--- config.mk ---
export PLATFORM = sky130hd
export DESIGN_NAME = instr_encoder_flat
export DESIGN_NICKNAME = d
export VERILOG_FILES = /design/src/rtl/instr_encoder_if.sv /design/src/rtl/instr_encoder.sv /design/src/flat_wrapper.sv
export SDC_FILE = /design/constraint.sdc
export NUM_CORES = 1
export LEC_CHECK = 0
export ABC_AREA = 0
export BUFFER_PORTS_ARGS = -buffer_cell sky130_fd_sc_hd__buf_4
export CAP_MARGIN = 0
export CORE_MARGIN = 3
export CORE_UTILIZATION = 35
export DETAILED_ROUTE_END_ITERATION = 8
export PLACE_DENSITY = 0.6
export SLEW_MARGIN = 15
export SYNTH_ARGS = -nofsm -noshare
export SYNTH_HDL_FRONTEND = slang
export SYNTH_SLANG_ARGS = --single-unit
--- constraint.sdc ---
create_clock -name clk -period 2.45 [get_ports clk]
set_input_delay 0 -clock clk [delete_from_list [all_inputs] [get_ports clk]]
set_output_delay 0 -clock clk [all_outputs]
set_load 0.01 [all_outputs]
--- src/rtl/instr_encoder_if.sv ---
// Loader-side field handshake and program-RAM write port of the
// Overture instruction encoder, bundled as one interface.
interface instr_encoder_if #(
  parameter int ADDR_W = 8
);
  logic              in_valid;
  logic              in_ready;
  logic [1:0]        in_class;
  logic [5:0]        in_arg_a;
  logic [2:0]        in_arg_b;
  logic              restart;
  logic              mem_we;
  logic [ADDR_W-1:0] mem_addr;
  logic [7:0]        mem_data;
  logic              mem_ready;
  logic [ADDR_W:0]   count;
  logic              full;
  logic              err;

  modport slave (
    input  in_valid,
    input  in_class,
    input  in_arg_a,
    input  in_arg_b,
    input  restart,
    input  mem_ready,
    output in_ready,
    output mem_we,
    output mem_addr,
    output mem_data,
    output count,
    output full,
    output err
  );

  modport master (
    output in_valid,
    output in_class,
    output in_arg_a,
    output in_arg_b,
    output restart,
    output mem_ready,
    input  in_ready,
    input  mem_we,
    input  mem_addr,
    input  mem_data,
    input  count,
    input  full,
    input  err
  );
endinterface

--- src/rtl/instr_encoder.sv ---
// Overture opcode encoder and sequential program-memory writer.
// Define ENC_CHECK_EN to reject illegal fields and raise the sticky err.
module instr_encoder #(
  parameter int ADDR_W    = 8,
  parameter int BASE_ADDR = 0
) (
  input logic            clk,
  input logic            rst,
  instr_encoder_if.slave bus
);

  localparam logic [1:0] CLS_IMM  = 2'd0;
  localparam logic [1:0] CLS_CALC = 2'd1;
  localparam logic [1:0] CLS_COPY = 2'd2;
  localparam logic [1:0] CLS_COND = 2'd3;

  localparam logic [ADDR_W-1:0] BASE    = ADDR_W'(BASE_ADDR);
  localparam logic [ADDR_W-1:0] PTR_ONE = ADDR_W'(1);
  localparam logic [ADDR_W-1:0] PTR_MAX = '1;
  localparam logic [ADDR_W:0]   CNT_ONE = (ADDR_W+1)'(1);

`ifdef ENC_CHECK_EN
  localparam bit CHECK = 1'b1;
`else
  localparam bit CHECK = 1'b0;
`endif

  typedef enum logic [1:0] {
    IDLE  = 2'd0,
    WRITE = 2'd1,
    FULL  = 2'd2
  } state_e;

  state_e            state_q;
  logic [ADDR_W-1:0] ptr_q;
  logic [ADDR_W-1:0] addr_q;
  logic [7:0]        data_q;
  logic              we_q;
  logic [ADDR_W:0]   cnt_q;
  logic              full_q;
  logic              err_q;
  logic              pend_q;

  logic [7:0]        opcode_d;
  logic              bad_d;
  logic [ADDR_W-1:0] ptr_d;
  logic [ADDR_W:0]   cnt_d;
  logic              rewind_d;

  function automatic logic [7:0] encode(
    input logic [1:0] cls,
    input logic [5:0] a,
    input logic [2:0] b
  );
    logic [7:0] op;
    op = 8'h00;
    unique case (1'b1)
      cls == CLS_IMM:  op = {2'b00, a};
      cls == CLS_CALC: op = {2'b01, 3'b000, a[2:0]};
      cls == CLS_COPY: op = {2'b10, a[2:0], b};
      cls == CLS_COND: op = {2'b11, 3'b000, a[2:0]};
    endcase
    return op;
  endfunction

  function automatic logic illegal(
    input logic [1:0] cls,
    input logic [5:0] a,
    input logic [2:0] b
  );
    logic bad;
    bad = 1'b0;
    if (cls != CLS_IMM && a[5:3] != 3'd0)
      bad = 1'b1;
    if (cls == CLS_CALC && a[2:0] > 3'd5)
      bad = 1'b1;
    if (cls == CLS_COPY && (a[2:0] == 3'd7 || b == 3'd7))
      bad = 1'b1;
    return bad;
  endfunction

  assign opcode_d = encode(bus.in_class, bus.in_arg_a, bus.in_arg_b);
  assign bad_d    = CHECK && illegal(bus.in_class, bus.in_arg_a,
                                     bus.in_arg_b);
  assign ptr_d    = ptr_q + PTR_ONE;
  assign cnt_d    = cnt_q + CNT_ONE;
  // A restart seen at any point of a write rewinds once that write lands.
  assign rewind_d = pend_q | bus.restart;

  always_ff @(posedge clk) begin
    if (rst) begin
      state_q <= IDLE;
      ptr_q   <= BASE;
      addr_q  <= BASE;
      data_q  <= 8'h00;
      we_q    <= 1'b0;
      cnt_q   <= '0;
      full_q  <= 1'b0;
      err_q   <= 1'b0;
      pend_q  <= 1'b0;
    end else begin
      unique case (state_q)
        IDLE: begin
          if (bus.restart) begin
            ptr_q  <= BASE;
            cnt_q  <= '0;
            full_q <= 1'b0;
            err_q  <= 1'b0;
          end else if (bus.in_valid) begin
            if (bad_d) begin
              err_q <= 1'b1;
            end else begin
              addr_q  <= ptr_q;
              data_q  <= opcode_d;
              we_q    <= 1'b1;
              state_q <= WRITE;
            end
          end
        end
        WRITE: begin
          if (bus.restart) begin
            pend_q <= 1'b1;
            err_q  <= 1'b0;
          end
          if (bus.mem_ready) begin
            we_q <= 1'b0;
            if (rewind_d) begin
              ptr_q   <= BASE;
              cnt_q   <= '0;
              pend_q  <= 1'b0;
              state_q <= IDLE;
            end else begin
              ptr_q <= ptr_d;
              cnt_q <= cnt_d;
              if (ptr_q == PTR_MAX) begin
                full_q  <= 1'b1;
                state_q <= FULL;
              end else begin
                state_q <= IDLE;
              end
            end
          end
        end
        FULL: begin
          if (bus.restart) begin
            ptr_q   <= BASE;
            cnt_q   <= '0;
            full_q  <= 1'b0;
            err_q   <= 1'b0;
            state_q <= IDLE;
          end
        end
        default: begin
          we_q    <= 1'b0;
          state_q <= IDLE;
        end
      endcase
    end
  end

  assign bus.in_ready = !rst && (state_q == IDLE);
  assign bus.mem_we   = we_q;
  assign bus.mem_addr = addr_q;
  assign bus.mem_data = data_q;
  assign bus.count    = cnt_q;
  assign bus.full     = full_q;
  assign bus.err      = err_q;

endmodule

--- src/flat_wrapper.sv ---
// flat-port wrapper written by rule: the top's interface ports become plain ports
module instr_encoder_flat 
#(
  parameter int ADDR_W    = 8,
  parameter int BASE_ADDR = 0
)
  (clk, rst, bus_in_valid, bus_in_class, bus_in_arg_a, bus_in_arg_b, bus_restart, bus_mem_ready, bus_in_ready, bus_mem_we, bus_mem_addr, bus_mem_data, bus_count, bus_full, bus_err);
  instr_encoder_if #(.ADDR_W(ADDR_W)) bus_i ();
  input logic clk;
  input logic rst;
  input wire logic [$bits(bus_i.in_valid)-1:0] bus_in_valid;
  input wire logic [$bits(bus_i.in_class)-1:0] bus_in_class;
  input wire logic [$bits(bus_i.in_arg_a)-1:0] bus_in_arg_a;
  input wire logic [$bits(bus_i.in_arg_b)-1:0] bus_in_arg_b;
  input wire logic [$bits(bus_i.restart)-1:0] bus_restart;
  input wire logic [$bits(bus_i.mem_ready)-1:0] bus_mem_ready;
  output wire logic [$bits(bus_i.in_ready)-1:0] bus_in_ready;
  output wire logic [$bits(bus_i.mem_we)-1:0] bus_mem_we;
  output wire logic [$bits(bus_i.mem_addr)-1:0] bus_mem_addr;
  output wire logic [$bits(bus_i.mem_data)-1:0] bus_mem_data;
  output wire logic [$bits(bus_i.count)-1:0] bus_count;
  output wire logic [$bits(bus_i.full)-1:0] bus_full;
  output wire logic [$bits(bus_i.err)-1:0] bus_err;
  assign bus_i.in_valid = bus_in_valid;
  assign bus_i.in_class = bus_in_class;
  assign bus_i.in_arg_a = bus_in_arg_a;
  assign bus_i.in_arg_b = bus_in_arg_b;
  assign bus_i.restart = bus_restart;
  assign bus_i.mem_ready = bus_mem_ready;
  assign bus_in_ready = bus_i.in_ready;
  assign bus_mem_we = bus_i.mem_we;
  assign bus_mem_addr = bus_i.mem_addr;
  assign bus_mem_data = bus_i.mem_data;
  assign bus_count = bus_i.count;
  assign bus_full = bus_i.full;
  assign bus_err = bus_i.err;
  instr_encoder #(.ADDR_W(ADDR_W), .BASE_ADDR(BASE_ADDR)) u_core (.clk(clk), .rst(rst), .bus(bus_i));
endmodule
==> impl_metrics.py, run 1 <==
metrics = {
    "pwr": {
        "p_sw_w": 0.000298,
        "p_seq_share_pct": 52.8,
        "power_frac_clock_pct": 36.8,
        "cellPowerDensity_nw_per_um2": 553,
        "p_leak_nw": 0.858,
        "comb_power_share_pct": 10.4,
        "vdd_ir_drop_max_mv": 0.282,
        "internal_power_w": 0.000914,
        "p_sw_share_pct": 24.6,
    },
    "cells_and_area": {
        "final_cell_mix": "buf_4 (46), dfxtp_1 (38), nand2_1 (30), a21oi_1 (24), nor2_1 (23)",
        "finalNonFillerCells": 315,
        "final_nets": 267,
        "area_delta_synth_final_pct": 28.7,
        "diodes": 0,
        "n_fill_cell": 457,
        "drive_gt1_share_pct": 22.4,
        "mostFrequentLayoutCell": "buf_4",
    },
    "global_route": {
        "grtUsageMet2_pct": 23.9,
        "antenna_found_initial": 0,
        "grt_util_all_layers_pct": 14.5,
        "gr-total-overflow": 0,
        "grt.met3_usage_pct": 4.62,
        "met1_usage_pct": 18.1,
        "grt_pass1_wl_mm": 6.46,
        "grt_max_degree": 32,
        "grt.busiest_layer": "met2",
        "first_global_vias": 1457,
    },
    "drt": {
        "num_vias": 1571,
        "drc": 0,
        "drt-total-wl_mm": 3.99,
        "viasPerCell": 4.99,
        "first_pass_iters": 4,
        "final_antenna_net_count": 0,
        "routedWlPerCell_um": 12.7,
        "drt_iter0_markers": 70,
    },
    "synth": {
        "yosys-top-cells-area": "dfxtp_1 (45%), a21oi_1 (7.1%), nand2_1 (6.6%), nor2_1 (5.1%), mux2i_1 (3.5%)",
        "synthArstFlopShare_pct": 0,
        "syn-cell-area_um2": 1700,
        "netlist_instances": 207,
        "ys_seq_area_share_pct": 44.7,
        "synth.avg_cell_area_um2": 8.23,
        "synth_top_cell_by_area": "dfxtp_1",
        "synthesis.nets": 225,
        "synth_top_area_share_pct": 44.7,
        "ys.flop_type": "dfxtp_1",
        "synth_cell_type_count": 42,
        "synth-edff-count": 0,
        "ys_ff_latch": 38,
        "ys_warn_count": 0,
    },
    "min_path": {
        "whs_endpoint": "u_core.bus.mem_we$_SDFFE_PP0P_",
        "hold_start": "bus_mem_ready",
        "min_delay_path_depth": 4,
        "min_path_type": "in -> reg",
    },
    "clock_tree": {
        "clkLatencyLatePin_ns": 0.29,
        "cts_hold_buf": 2,
        "clk_pin_slew_worst_paths_ns": 0.07,
        "cts_resized": 0,
        "numCtsBuffers": 5,
        "cts_htree_levels": 2,
        "clock_path_buffers": 2,
        "cts_tree": "done",
        "cts_root_buf": "clkbuf_8",
        "cts.sinks": 38,
        "postCtsSetupBuffers": 0,
    },
    "job": {
        "cap_violations": 0,
    },
    "placement": {
        "dp_slack_ns": 0.623,
        "place.port_buffers": 43,
        "place_congestion": 0.783,
        "placed_cells": 305,
        "place_hpwl_mm": 2.76,
    },
    "sta": {
        "drv_slew": 0,
        "skew_ns": 0.00455,
        "setup_viol": 0,
        "tns_ns": 0,
        "finalCritPeriodShare_pct": 79.4,
        "hold_viol": 0,
        "max_freq_mhz": 514,
        "relSlewSlack_pct": 66.0,
        "grt_setup_unrepaired": "no",
        "worst_slack_ns": 0.504,
        "tightest_slew_ns": 0.509,
        "min_period_ns": 1.95,
    },
    "setup_path": {
        "reg2reg_slack_ns": 0.50,
        "cp_max_fo": 14,
        "crit_path_start_kind": "flop",
        "critPathRequiredTime_ns": 2.68,
        "r2r-end": "u_core.bus.count[8]$_SDFFE_PP0P_",
        "rr_startpoint": "u_core.state_q[0]$_SDFFE_PP0P_",
        "worst_ep_arrival_time_ns": 2.18,
        "worstSetupEndpointType": "flop",
        "crit_type": "reg -> reg",
        "crit_start": "u_core.state_q[0]$_SDFFE_PP0P_",
        "r2r_cells": 4,
    },
    "floorplan": {
        "die_h_um": 75.8,
        "coreArea_um2": 4530,
        "start_util_pct": 37.6,
        "die_area_um2": 5740,
        "rows": 24,
        "die_w_um": 75.8,
        "io-pin-count": 45,
    },
    "outcome": {
        "status": "finished clean",
    },
}
how the worst max path moves through the flow:
stage	end	slack (ns)	cells after the start
floorplan	u_core.state_q[1]$_SDFFE_PP0P_	0.69	5
global placement	u_core.state_q[1]$_SDFFE_PP0P_	0.65	4
detailed placement	u_core.bus.count[8]$_SDFFE_PP0P_	0.62	4
CTS	u_core.bus.count[8]$_SDFFE_PP0P_	0.56	4
global route	u_core.bus.count[7]$_SDFFE_PP0P_	0.36	4
finish	u_core.bus.count[8]$_SDFFE_PP0P_	0.50	4
cell families after synthesis:
kind of cell    count (synthesis)  share of synthesized area, %
simple gates                   91                          25.6
compound gates                 45                          15.9
flops                          38                          44.7
buf+inv                        14                          3.38
xor+xnor                        9                          4.63
mux                             7                          4.19
fa+ha+maj                       2                          1.47
other cells                     1                         0.220
worst max-delay path, cell delays in order, from the launching register on:
cell	delay, ns
dfxtp_1	0.55
nor3b_1	0.50
nand3_1	0.37
nor4_1	0.36
a21o_1	0.11
cells in the mapped netlist (3+ instances only):
| master | number |
|---|---|
| nand3_1 | 6 |
| dfxtp_1 | 38 |
| o21ai_0 | 3 |
| a211oi_1 | 4 |
| nor2b_1 | 3 |
| nor2_1 | 23 |
| nand2_1 | 30 |
| clkbuf_1 | 10 |
| xor2_1 | 5 |
| nand4_1 | 3 |
| mux2i_1 | 6 |
| a21oi_1 | 24 |
| nor3_1 | 7 |
| nand2b_1 | 5 |
| xnor2_1 | 4 |
per-layer routing:
metal	up-vias	wire [um]
li1	808	-
met1	710	1930
met2	46	1750
met3	7	257
met4	0	59
met5	-	0
through the flow:
stage	power (W)	area [um^2]	util [%]	hold WS, ns
after global placement	0.000778	2080	45.8	0.288
after CTS	0.00123	2190	48.3	0.0294
after floorplan	0.000725	1700	-	0.136
after global routing	0.00127	2190	48.3	0.0699
final	0.00121	2190	48.3	0.0401
after detailed placement	0.000778	2080	45.8	0.295
flip-flops by register name (all words and copies together), names as in the netlist:
register             count
u_core.state_q           2
u_core.bus.full          1
u_core.bus.mem_addr      8
u_core.bus.mem_data      8
u_core.pend_q            1
u_core.ptr_q             8
u_core.bus.count         9
u_core.bus.mem_we        1
cell type report:
cell class	instances	area [um^2]	area share [%]
well taps	65	81.3	3.71
flip-flops and latches	38	761	34.7
multi-input cells	155	885	40.4
repair buffers	48	365	16.7
clock buffers	6	82.6	3.77
clock inverters	2	12.5	0.571
inverters	1	3.75	0.171
power groups by stage:
stage	sequential (W)	clock, W	combinational (W)
floorplan	0.000655	0	0.0000698
global placement	0.000654	0	0.000125
detailed placement	0.000654	0	0.000124
CTS	0.000639	0.000463	0.000127
global route	0.000641	0.000485	0.000143
finish	0.000640	0.000446	0.000126
Note: power is estimated with default switching activity, not from simulation.
==> run 2, diff against run 1 <==
- clock period: 2.45 -> 2.02 ns (I/O delays scaled with it)
==> run 2 against run 1 <==
Effect of this change:
- setup slack got worse by 0.22 ns
- fmax rose by 12%
- via count fell by 1.5%
- global-route usage fell by 0.16 points
- wire length fell by 0.90%
- clock skew barely moved
- register-to-register slack got worse by 0.22 ns
- non-clock buffer count rose by 2
- critical endpoint is now u_core.state_q[1]$_SDFFE_PP0P_
- largest cell class unchanged
==> impl_metrics.py, run 2 (synthesis results as in run 1) <==
metrics = {
    "global_route": {
        "gr-total-overflow": 0,
        "first_global_vias": 1411,
        "grt_util_all_layers_pct": 14.4,
        "antenna_found_initial": 0,
        "grt_max_degree": 32,
        "grt_pass1_wl_mm": 6.42,
    },
    "cells_and_area": {
        "n_fill_cell": 471,
        "diodes": 0,
        "finish.instance_area_um2": 2220,
        "final_util_pct": 49.0,
        "area_delta_synth_final_pct": 30.3,
        "drive_gt1_share_pct": 23.0,
        "register_area_um2": 761,
        "largest_reg_flops": 9,
        "mostFrequentLayoutCell": "buf_4",
        "final_nets": 269,
        "final_cell_mix": "buf_4 (48), dfxtp_1 (38), nand2_1 (30), a21oi_1 (24), nor2_1 (23)",
        "finalNonFillerCells": 317,
        "multi_input_area_um2": 885,
    },
    "drt": {
        "drt_iter0_markers": 44,
        "drt-total-wl_mm": 3.96,
        "final_antenna_net_count": 0,
        "drc": 0,
        "num_vias": 1548,
        "viasPerCell": 4.88,
        "first_pass_iters": 4,
        "routedWlPerCell_um": 12.5,
    },
    "setup_path": {
        "crit_type": "reg -> reg",
        "path_cells": "ha_1 -> nand3_1 -> or2_0 -> or4_1 -> a21oi_1",
        "worstSetupEndpointType": "flop",
        "worst_ep_arrival_time_ns": 1.96,
        "slowest_stage": "or4_1",
        "crit_path_start_kind": "flop",
        "cp_max_fo": 5,
        "crit_path_max_incr_delay_ns": 0.51,
        "critPathRequiredTime_ns": 2.24,
    },
    "clock_tree": {
        "cts_resized": 0,
        "postCtsSetupBuffers": 0,
        "cts_root_buf": "clkbuf_8",
        "cts.sinks": 38,
        "cts_htree_levels": 2,
        "clk_pin_slew_worst_paths_ns": 0.07,
        "cts_tree": "done",
        "numCtsBuffers": 5,
        "clock_path_buffers": 2,
        "clkLatencyLatePin_ns": 0.29,
    },
    "floorplan": {
        "die_h_um": 75.8,
        "start_util_pct": 37.6,
        "coreArea_um2": 4530,
        "io-pin-count": 45,
        "rows": 24,
        "die_w_um": 75.8,
        "die_area_um2": 5740,
    },
    "sta": {
        "min_period_ns": 1.73,
        "tns_ns": 0,
        "grt_setup_unrepaired": "no",
        "hold_viol": 0,
        "drv_slew": 0,
        "setup_viol": 0,
        "skew_ns": 0.00503,
        "finalCritPeriodShare_pct": 85.9,
        "max_freq_mhz": 577,
    },
    "outcome": {
        "status": "finished clean",
    },
    "pwr": {
        "p_seq_share_pct": 49.5,
        "power_frac_clock_pct": 40.4,
        "comb_power_share_pct": 10.1,
        "total_power_w": 0.00156,
        "p_sw_w": 0.000361,
        "cellPowerDensity_nw_per_um2": 703,
        "vdd_ir_drop_max_mv": 0.288,
        "p_sw_share_pct": 23.1,
        "p_leak_nw": 0.880,
        "internal_power_w": 0.00120,
    },
    "job": {
        "cap_violations": 0,
    },
    "placement": {
        "placed_cells": 307,
        "place_congestion": 0.761,
        "postPlaceCellArea_um2": 2090,
        "place.port_buffers": 43,
        "place_hpwl_mm": 2.83,
    },
    "min_path": {
        "min_path_type": "in -> reg",
    },
}
==> run 2: changes by cell type in the layout (fill, tap and decap cells not counted), sizes merged <==
cell      change
buf           +2
bufinv        +1
clkinv        +1
clkbuf        -1
clkinvlp      -1
==> run 2: area by class of cell <==
class                           count  area share (%)
Multi-Input combinational cell    155            39.9
Sequential cell                    38            34.3
Tap cell                           65            3.66
Clock inverter                      3            1.80
Clock buffer                        5            3.10
Timing Repair Buffer               50            17.1
Inverter                            1           0.169
==> run 2: final timing paths <==
check	startpoint	to	slack, ns	depth (start not counted)
worst max-delay path	u_core.ptr_q[0]$_SDFFE_PP0P_	u_core.state_q[1]$_SDFFE_PP0P_	0.29	5
worst min register to register	u_core.bus.mem_data[7]$_SDFFE_PP0P_	u_core.bus.mem_data[7]$_SDFFE_PP0P_	0.45	2
worst min-delay path	bus_mem_ready	u_core.bus.mem_we$_SDFFE_PP0P_	0.04	4
worst max register to register	u_core.ptr_q[0]$_SDFFE_PP0P_	u_core.state_q[1]$_SDFFE_PP0P_	0.29	5
==> run 2: worst max-delay path, delay by kind of cell, from the launching register on <==
family	cells	cell delay, ns
simple gates	3	0.92
flops	1	0.41
fa+ha+maj	1	0.19
compound gates	1	0.14
==> run 2: through the flow <==
step / worst slack, ns / hold slack [ns]
after detailed placement: 0.306 / 0.296
after global placement: 0.350 / 0.290
after global routing: 0.150 / 0.0482
after CTS: 0.299 / 0.0248
final: 0.286 / 0.0412
after floorplan: 0.264 / 0.136
==> run 2: repair_timing <==
action / in CTS / in global routing
endpoints found under the setup margin: 0 / 0
hold endpoints to repair: 2 / 0
hold buffers: 2 / 0
==> run 2: power groups by stage <==
stage | Sequential [W] | Combinational, W | Clock (W)
global placement | 0.000790 | 0.000155 | 0
detailed placement | 0.000790 | 0.000155 | 0
global route | 0.000774 | 0.000177 | 0.000681
floorplan | 0.000795 | 0.0000847 | 0
CTS | 0.000773 | 0.000159 | 0.000658
finish | 0.000773 | 0.000157 | 0.000629
==> run 2: routing by layer <==
metal | vias to the layer above | part of all wire, % | global-route usage (%)
met1 | 703 | 48 | 18.6
met4 | 0 | 0.63 | 3.50
met2 | 36 | 46 | 23.4
met5 | - | 0 | 0
met3 | 2 | 5.8 | 4.49
li1 | 807 | - | -
